**src/rtl/regwrite_pkg.sv**
```systemverilog
// Shared definitions for the register-file write-port arbiter:
// FSM state encoding, requester count, select width and a one-hot helper.
package regwrite_pkg;

    localparam int NUM_REQ = 4;
    localparam int SEL_W   = 2;

    typedef enum logic {
        ST_IDLE  = 1'b0,
        ST_WRITE = 1'b1
    } state_t;

    // Expand a requester index into a one-hot acknowledge vector.
    function automatic logic [NUM_REQ-1:0] idx_to_onehot(input logic [SEL_W-1:0] idx);
        logic [NUM_REQ-1:0] vec;
        vec      = '0;
        vec[idx] = 1'b1;
        return vec;
    endfunction

endpackage

```
**src/rtl/rr_picker4.sv**
```systemverilog
// Combinational 4-way winner picker. Searches upward from ptr_i (wrapping
// 3->0) for the first active request; in fixed-priority mode the search
// always starts at index 0, so the lowest index wins.
module rr_picker4
    import regwrite_pkg::*;
(
    input  logic [NUM_REQ-1:0] req_i,
    input  logic [SEL_W-1:0]   ptr_i,
    input  logic               prio_mode_i,
    output logic [SEL_W-1:0]   grant_idx_o,
    output logic               grant_vld_o
);

    logic [SEL_W-1:0] start;
    logic [SEL_W-1:0] cand;

    // Scan offsets from farthest to nearest so the nearest active request
    // is the last one assigned and therefore wins.
    always_comb begin
        start       = prio_mode_i ? '0 : ptr_i;
        cand        = '0;
        grant_idx_o = '0;
        grant_vld_o = 1'b0;
        for (int i = NUM_REQ - 1; i >= 0; i--) begin
            cand = start + SEL_W'(i);
            if (req_i[cand]) begin
                grant_idx_o = cand;
                grant_vld_o = 1'b1;
            end
        end
    end

endmodule

```
**src/rtl/regwrite_port_arbiter.sv**
```systemverilog
// Register-file write-port arbiter: shares one write port among four
// write-back requesters (ALU, load, link, stack). A two-state FSM picks a
// winner in IDLE, latches its address/data, and issues a single registered
// write cycle in WRITE with a one-hot ack pulse.
// Optional build macro ZERO_REG_FILTER_EN: a winner targeting register 0 is
// still acknowledged, but the write strobe is suppressed.
module regwrite_port_arbiter
    import regwrite_pkg::*;
#(
    parameter int DATA_W    = 32,
    parameter int ADDR_W    = 5,
    parameter int PRIO_MODE = 0
) (
    input  logic                      clk,
    input  logic                      reset_n,
    input  logic [NUM_REQ-1:0]        req_i,
    input  logic [NUM_REQ*ADDR_W-1:0] addr_i,
    input  logic [NUM_REQ*DATA_W-1:0] data_i,
    output logic [NUM_REQ-1:0]        ack_o,
    output logic [SEL_W-1:0]          sel_o,
    output logic                      wr_en_o,
    output logic [ADDR_W-1:0]         wr_addr_o,
    output logic [DATA_W-1:0]         wr_data_o,
    output logic                      busy_o
);

    localparam logic PRIO_FIXED = (PRIO_MODE != 0);

    state_t             state_q, state_d;
    logic [SEL_W-1:0]   rr_ptr_q, rr_ptr_d;
    logic [SEL_W-1:0]   sel_q, sel_d;
    logic [NUM_REQ-1:0] ack_q, ack_d;
    logic               wr_en_q, wr_en_d;
    logic [ADDR_W-1:0]  addr_q, addr_d;
    logic [DATA_W-1:0]  data_q, data_d;
    logic               busy_q, busy_d;

    logic [SEL_W-1:0]   grant_idx;
    logic               grant_vld;
    logic [ADDR_W-1:0]  win_addr;
    logic [DATA_W-1:0]  win_data;

    rr_picker4 u_picker (
        .req_i       (req_i),
        .ptr_i       (rr_ptr_q),
        .prio_mode_i (PRIO_FIXED),
        .grant_idx_o (grant_idx),
        .grant_vld_o (grant_vld)
    );

    // Steer the winner's destination and data out of the packed buses.
    always_comb begin
        win_addr = addr_i[grant_idx*ADDR_W +: ADDR_W];
        win_data = data_i[grant_idx*DATA_W +: DATA_W];
    end

    // Next-state and registered-output logic; strobes default low so they
    // last exactly one cycle, while sel/addr/data hold the last winner.
    always_comb begin
        state_d  = state_q;
        rr_ptr_d = rr_ptr_q;
        sel_d    = sel_q;
        addr_d   = addr_q;
        data_d   = data_q;
        ack_d    = '0;
        wr_en_d  = 1'b0;
        busy_d   = 1'b0;
        case (state_q)
            ST_IDLE: begin
                if (grant_vld) begin
                    state_d = ST_WRITE;
                    sel_d   = grant_idx;
                    addr_d  = win_addr;
                    data_d  = win_data;
                    ack_d   = idx_to_onehot(grant_idx);
                    busy_d  = 1'b1;
`ifdef ZERO_REG_FILTER_EN
                    wr_en_d = (win_addr != '0);
`else
                    wr_en_d = 1'b1;
`endif
                end
            end
            ST_WRITE: begin
                state_d = ST_IDLE;
                // Next search starts just past the requester served now;
                // fixed priority leaves the pointer parked at 0.
                if (!PRIO_FIXED) begin
                    rr_ptr_d = sel_q + SEL_W'(1);
                end
            end
            default: begin
                state_d = ST_IDLE;
            end
        endcase
    end

    // State, pointer and output registers; async reset aborts any write.
    always_ff @(posedge clk or negedge reset_n) begin
        if (!reset_n) begin
            state_q  <= ST_IDLE;
            rr_ptr_q <= '0;
            sel_q    <= '0;
            ack_q    <= '0;
            wr_en_q  <= 1'b0;
            addr_q   <= '0;
            data_q   <= '0;
            busy_q   <= 1'b0;
        end else begin
            state_q  <= state_d;
            rr_ptr_q <= rr_ptr_d;
            sel_q    <= sel_d;
            ack_q    <= ack_d;
            wr_en_q  <= wr_en_d;
            addr_q   <= addr_d;
            data_q   <= data_d;
            busy_q   <= busy_d;
        end
    end

    assign ack_o     = ack_q;
    assign sel_o     = sel_q;
    assign wr_en_o   = wr_en_q;
    assign wr_addr_o = addr_q;
    assign wr_data_o = data_q;
    assign busy_o    = busy_q;

endmodule

```
**config.mk**
```make
export PLATFORM = sky130hd
export DESIGN_NAME = regwrite_port_arbiter
export DESIGN_NICKNAME = d
export VERILOG_FILES = /design/src/rtl/regwrite_pkg.sv /design/src/rtl/rr_picker4.sv /design/src/rtl/regwrite_port_arbiter.sv
export SDC_FILE = /design/constraint.sdc
export NUM_CORES = 1
export LEC_CHECK = 0
export ABC_AREA = 1
export CORE_MARGIN = 8
export CORE_UTILIZATION = 30
export DETAILED_ROUTE_END_ITERATION = 10
export PLACE_DENSITY = 0.73
export SETUP_SLACK_MARGIN = 0.2
export SYNTH_ARGS = -nofsm -noshare
export SYNTH_HDL_FRONTEND = slang
export SYNTH_SLANG_ARGS = --single-unit
```
**constraint.sdc**
```tcl
create_clock -name clk -period 5.4 [get_ports clk]
set_input_delay 0.54 -clock clk [delete_from_list [all_inputs] [get_ports clk]]
set_output_delay 0.54 -clock clk [all_outputs]
set_load 0.005 [all_outputs]
```
==> metrics.txt <==
switching power around 1800 uW; die span in x between 100 and 150 um; clk root buf sky130_fd_sc_hd__clkbuf_16; Worst Setup End Kind flop; post-synthesis sequential element count between 40 and 50; IO Count ~200; switching share of power 0.497; number of filler cells placed in the layout 1356; hold violation count in the final report 0; min Tclk post-route 3060 ps; Clk network pwr share 0.113; wire length per cell ~13 um; depth of the CTS H-tree 2; Setup Fix Bufs, Post-CTS 0; setup repair after global routing missed its margin no; first-pass GRT wire length 21200 um; row count 41; total congestion overflow 0; number of violations of the max-capacitance limit 0; internal power approximately 1800 uW; initial antenna violation count 0; clock slew at the register clock pins of the worst setup and hold paths ~70 ps; TritonRoute pass-1 iters 5; Sequential Power Share 0.178; total of buffers placed on input and output ports between 150 and 200; DRC 0; Die Span Y roughly 130 um; Period Utilization, post-route 0.567; Worst-Skew Late Latency between 200 and 300 ps; setup violation total in the final timing report 0; post_cts resized 0; largest net degree at the start of global routing just under 80; Post-Syn Nets 825; CP startpoint req_i[2]; total power per unit cell area 595 nW/um2; Critical R2R Launch rr_ptr_q[0]$_DFFE_PN0P_; hold buffer count at CTS 0; Area Overhead vs Synth 57.9%; die footprint roughly 17000 um2; total clock buffers created by CTS 5; clock tree skew after final layout around 4.0 ps; setup TNS 0 ps; FMAX about 330 MHz; starting density of the core 0.304; Multi-input gate area between 1500 and 2000 um2; vias in the first global route between 4000 and 5000; Data arrival, critical path approximately 3200 ps; Max-Slew Margin vs Limit 0.295; weighted congestion reported at the end of routability-driven placement between 0.8 and 0.9; reported leakage power around 0.0034 uW; CTS tree yes; total instance count after detailed placement a little over 1000; portion of the post-synthesis area used by sequential elements 0.302; count of placed standard cells in the final layout, fillers left out 1014; ratio of routed vias to standard cells about 4.3; total inserted antenna cells 0; endpoint required time on the critical path 5580 ps; Routed Antenna Nets 0; Core Area ~13000 um2; Hold Path Class input pin to async pin; Final HPWL DP ~9500 um; maximum buffer depth of the clock tree 2; total number of vias 4373; top fanout value on the critical path just under 80; warnings from Yosys 0; clock sink count 46; Worst VDD drop approximately 0.42 mV; Worst Tran Pin Value between 1000 and 1500 ps; final-stage net count 995; startpoint-to-endpoint class of the critical path input pin to flop; netlist area before placement 3810 um2; Avg Cell Area, Syn between 5 and 6 um2; number of DRC violations after detailed-routing iteration 0 between 200 and 250; register cell area after layout approximately 1200 um2; result of the run finished, final reports clean; Post-Syn Instances between 600 and 700; layout cell share with drive strength beyond 1 0.0273; post-synthesis cell type count 18; aggregate global-route resource usage 0.157; wire length reported by the detailed router about 13000 um; power share of the combinational group 0.708; Critical Path Start Type input pin; max-slew violations 0
## synthesized netlist by cell type
| cell | n | share of area |
|---|---|---|
| sky130_fd_sc_hd__buf_6 | 6 | 0.018 |
| sky130_fd_sc_hd__nand3_1 | 152 | 0.20 |
| sky130_fd_sc_hd__clkbuf_1 | 9 | 0.0089 |
| sky130_fd_sc_hd__xnor2_1 | 1 | 0.0023 |
| sky130_fd_sc_hd__nor2_1 | 6 | 0.0059 |
| sky130_fd_sc_hd__nand2_2 | 2 | 0.0033 |
| sky130_fd_sc_hd__dfrtp_1 | 46 | 0.30 |
| sky130_fd_sc_hd__nand2_1 | 254 | 0.25 |
| sky130_fd_sc_hd__o21ai_2 | 1 | 0.0023 |
| sky130_fd_sc_hd__nor3_1 | 1 | 0.0013 |
| sky130_fd_sc_hd__nand3_2 | 2 | 0.0053 |
| sky130_fd_sc_hd__inv_2 | 1 | 0.00098 |
| sky130_fd_sc_hd__buf_4 | 3 | 0.0059 |
| sky130_fd_sc_hd__o21ai_1 | 2 | 0.0026 |
| sky130_fd_sc_hd__o21ai_0 | 3 | 0.0039 |
| sky130_fd_sc_hd__nor4_1 | 1 | 0.0016 |
| sky130_fd_sc_hd__inv_1 | 157 | 0.15 |
| sky130_fd_sc_hd__buf_2 | 24 | 0.032 |
## metrics by stage
stage	power, uW	hold slack [ps]	setup WS (ps)	util	instance area [um2]
4_1_cts	3640	482	2320	0.481	6020
2_1_floorplan	2450	244	3580	-	3810
5_1_grt	3980	509	1960	0.481	6020
3_5_place_dp	3210	464	2030	0.465	5820
3_3_place_gp	3170	460	2080	0.465	5820
6_report	3580	450	2340	0.481	6020
## registers in the layout, summed over array words and instances, names as in the netlist
register	cells
wr_addr_o	5
rr_ptr_q	2
sel_o	2
wr_data_o	32
busy_o	1
ack_o	4
## power by group through the flow
stage	Combinational (uW)	Sequential [uW]	Clock, uW
final	2540	638	406
after global routing	2880	661	433
after CTS	2580	639	420
after detailed placement	2570	639	0
after global placement	2530	635	0
after floorplan	1820	631	0
## cell families after synthesis
family / share of synthesized area
DFF: 0.302
AOI/OAI and AO/OA: 0.00886
and+or+nand+nor: 0.467
xor gates and xnor gates: 0.00230
buffers and inverters: 0.220
## critical path, stage by stage
cell	delay, ps
sky130_fd_sc_hd__clkdlybuf4s50_1	470
sky130_fd_sc_hd__inv_1	50
sky130_fd_sc_hd__o21ai_0	200
sky130_fd_sc_hd__nand2_1	100
sky130_fd_sc_hd__nand2_1	90
sky130_fd_sc_hd__inv_2	50
sky130_fd_sc_hd__nand2_1	70
sky130_fd_sc_hd__nand2_2	420
sky130_fd_sc_hd__nand2_2	180
sky130_fd_sc_hd__buf_4	630
sky130_fd_sc_hd__nand2_1	140
sky130_fd_sc_hd__nand3_1	100
sky130_fd_sc_hd__nand2_1	60
sky130_fd_sc_hd__nand2_1	50
sky130_fd_sc_hd__nand2_1	50
## metal layers
metal / share of wire / global-route usage
met5: 0 / 0
met1: 0.43 / 0.184
met2: 0.46 / 0.271
met3: 0.098 / 0.0517
met4: 0.012 / 0.0359
## cell type report
cell class                      instances  share of cell area
Sequential cell                        46               0.191
Clock buffer                            6              0.0231
Tap cell                              172              0.0358
Timing Repair Buffer                  205               0.337
Multi-Input combinational cell        425               0.304
Inverter                              158              0.0985
Clock inverter                          2             0.00998
## path summary, 6_finish.rpt
path                                             end  slack [ps]  cells after the start
setup / recovery           wr_data_o[18]$_DFFE_PN0P_        2340                     15
hold / removal              wr_addr_o[0]$_DFFE_PN0P_         450                      1
setup reg to reg           wr_data_o[18]$_DFFE_PN0P_        2420                     14
hold reg to reg             wr_addr_o[4]$_DFFE_PN0P_         480                      2
max in group asynchronous  wr_data_o[11]$_DFFE_PN0P_        4300                      1
min in group clk            wr_addr_o[4]$_DFFE_PN0P_         480                      2
## placed cells by master (no fill, tap or decap)
cell                              instances
sky130_fd_sc_hd__nand3_2                  2
sky130_fd_sc_hd__nor4_1                   1
sky130_fd_sc_hd__clkbuf_8                 1
sky130_fd_sc_hd__nor2_4                   1
sky130_fd_sc_hd__o21ai_1                  2
sky130_fd_sc_hd__buf_2                    1
sky130_fd_sc_hd__buf_4                    7
sky130_fd_sc_hd__clkbuf_16                5
sky130_fd_sc_hd__inv_2                    1
sky130_fd_sc_hd__nor2_1                   5
sky130_fd_sc_hd__o21ai_0                  3
sky130_fd_sc_hd__clkdlybuf4s50_1        197
sky130_fd_sc_hd__nand3_1                152
sky130_fd_sc_hd__dfrtp_1                 46
sky130_fd_sc_hd__nand2_2                  2
sky130_fd_sc_hd__bufinv_16                2
sky130_fd_sc_hd__nand2_1                254
sky130_fd_sc_hd__o21ai_2                  1
sky130_fd_sc_hd__nor3_1                   1
sky130_fd_sc_hd__inv_1                  157
sky130_fd_sc_hd__xnor2_1                  1
Power figures use the tool's default switching activity.
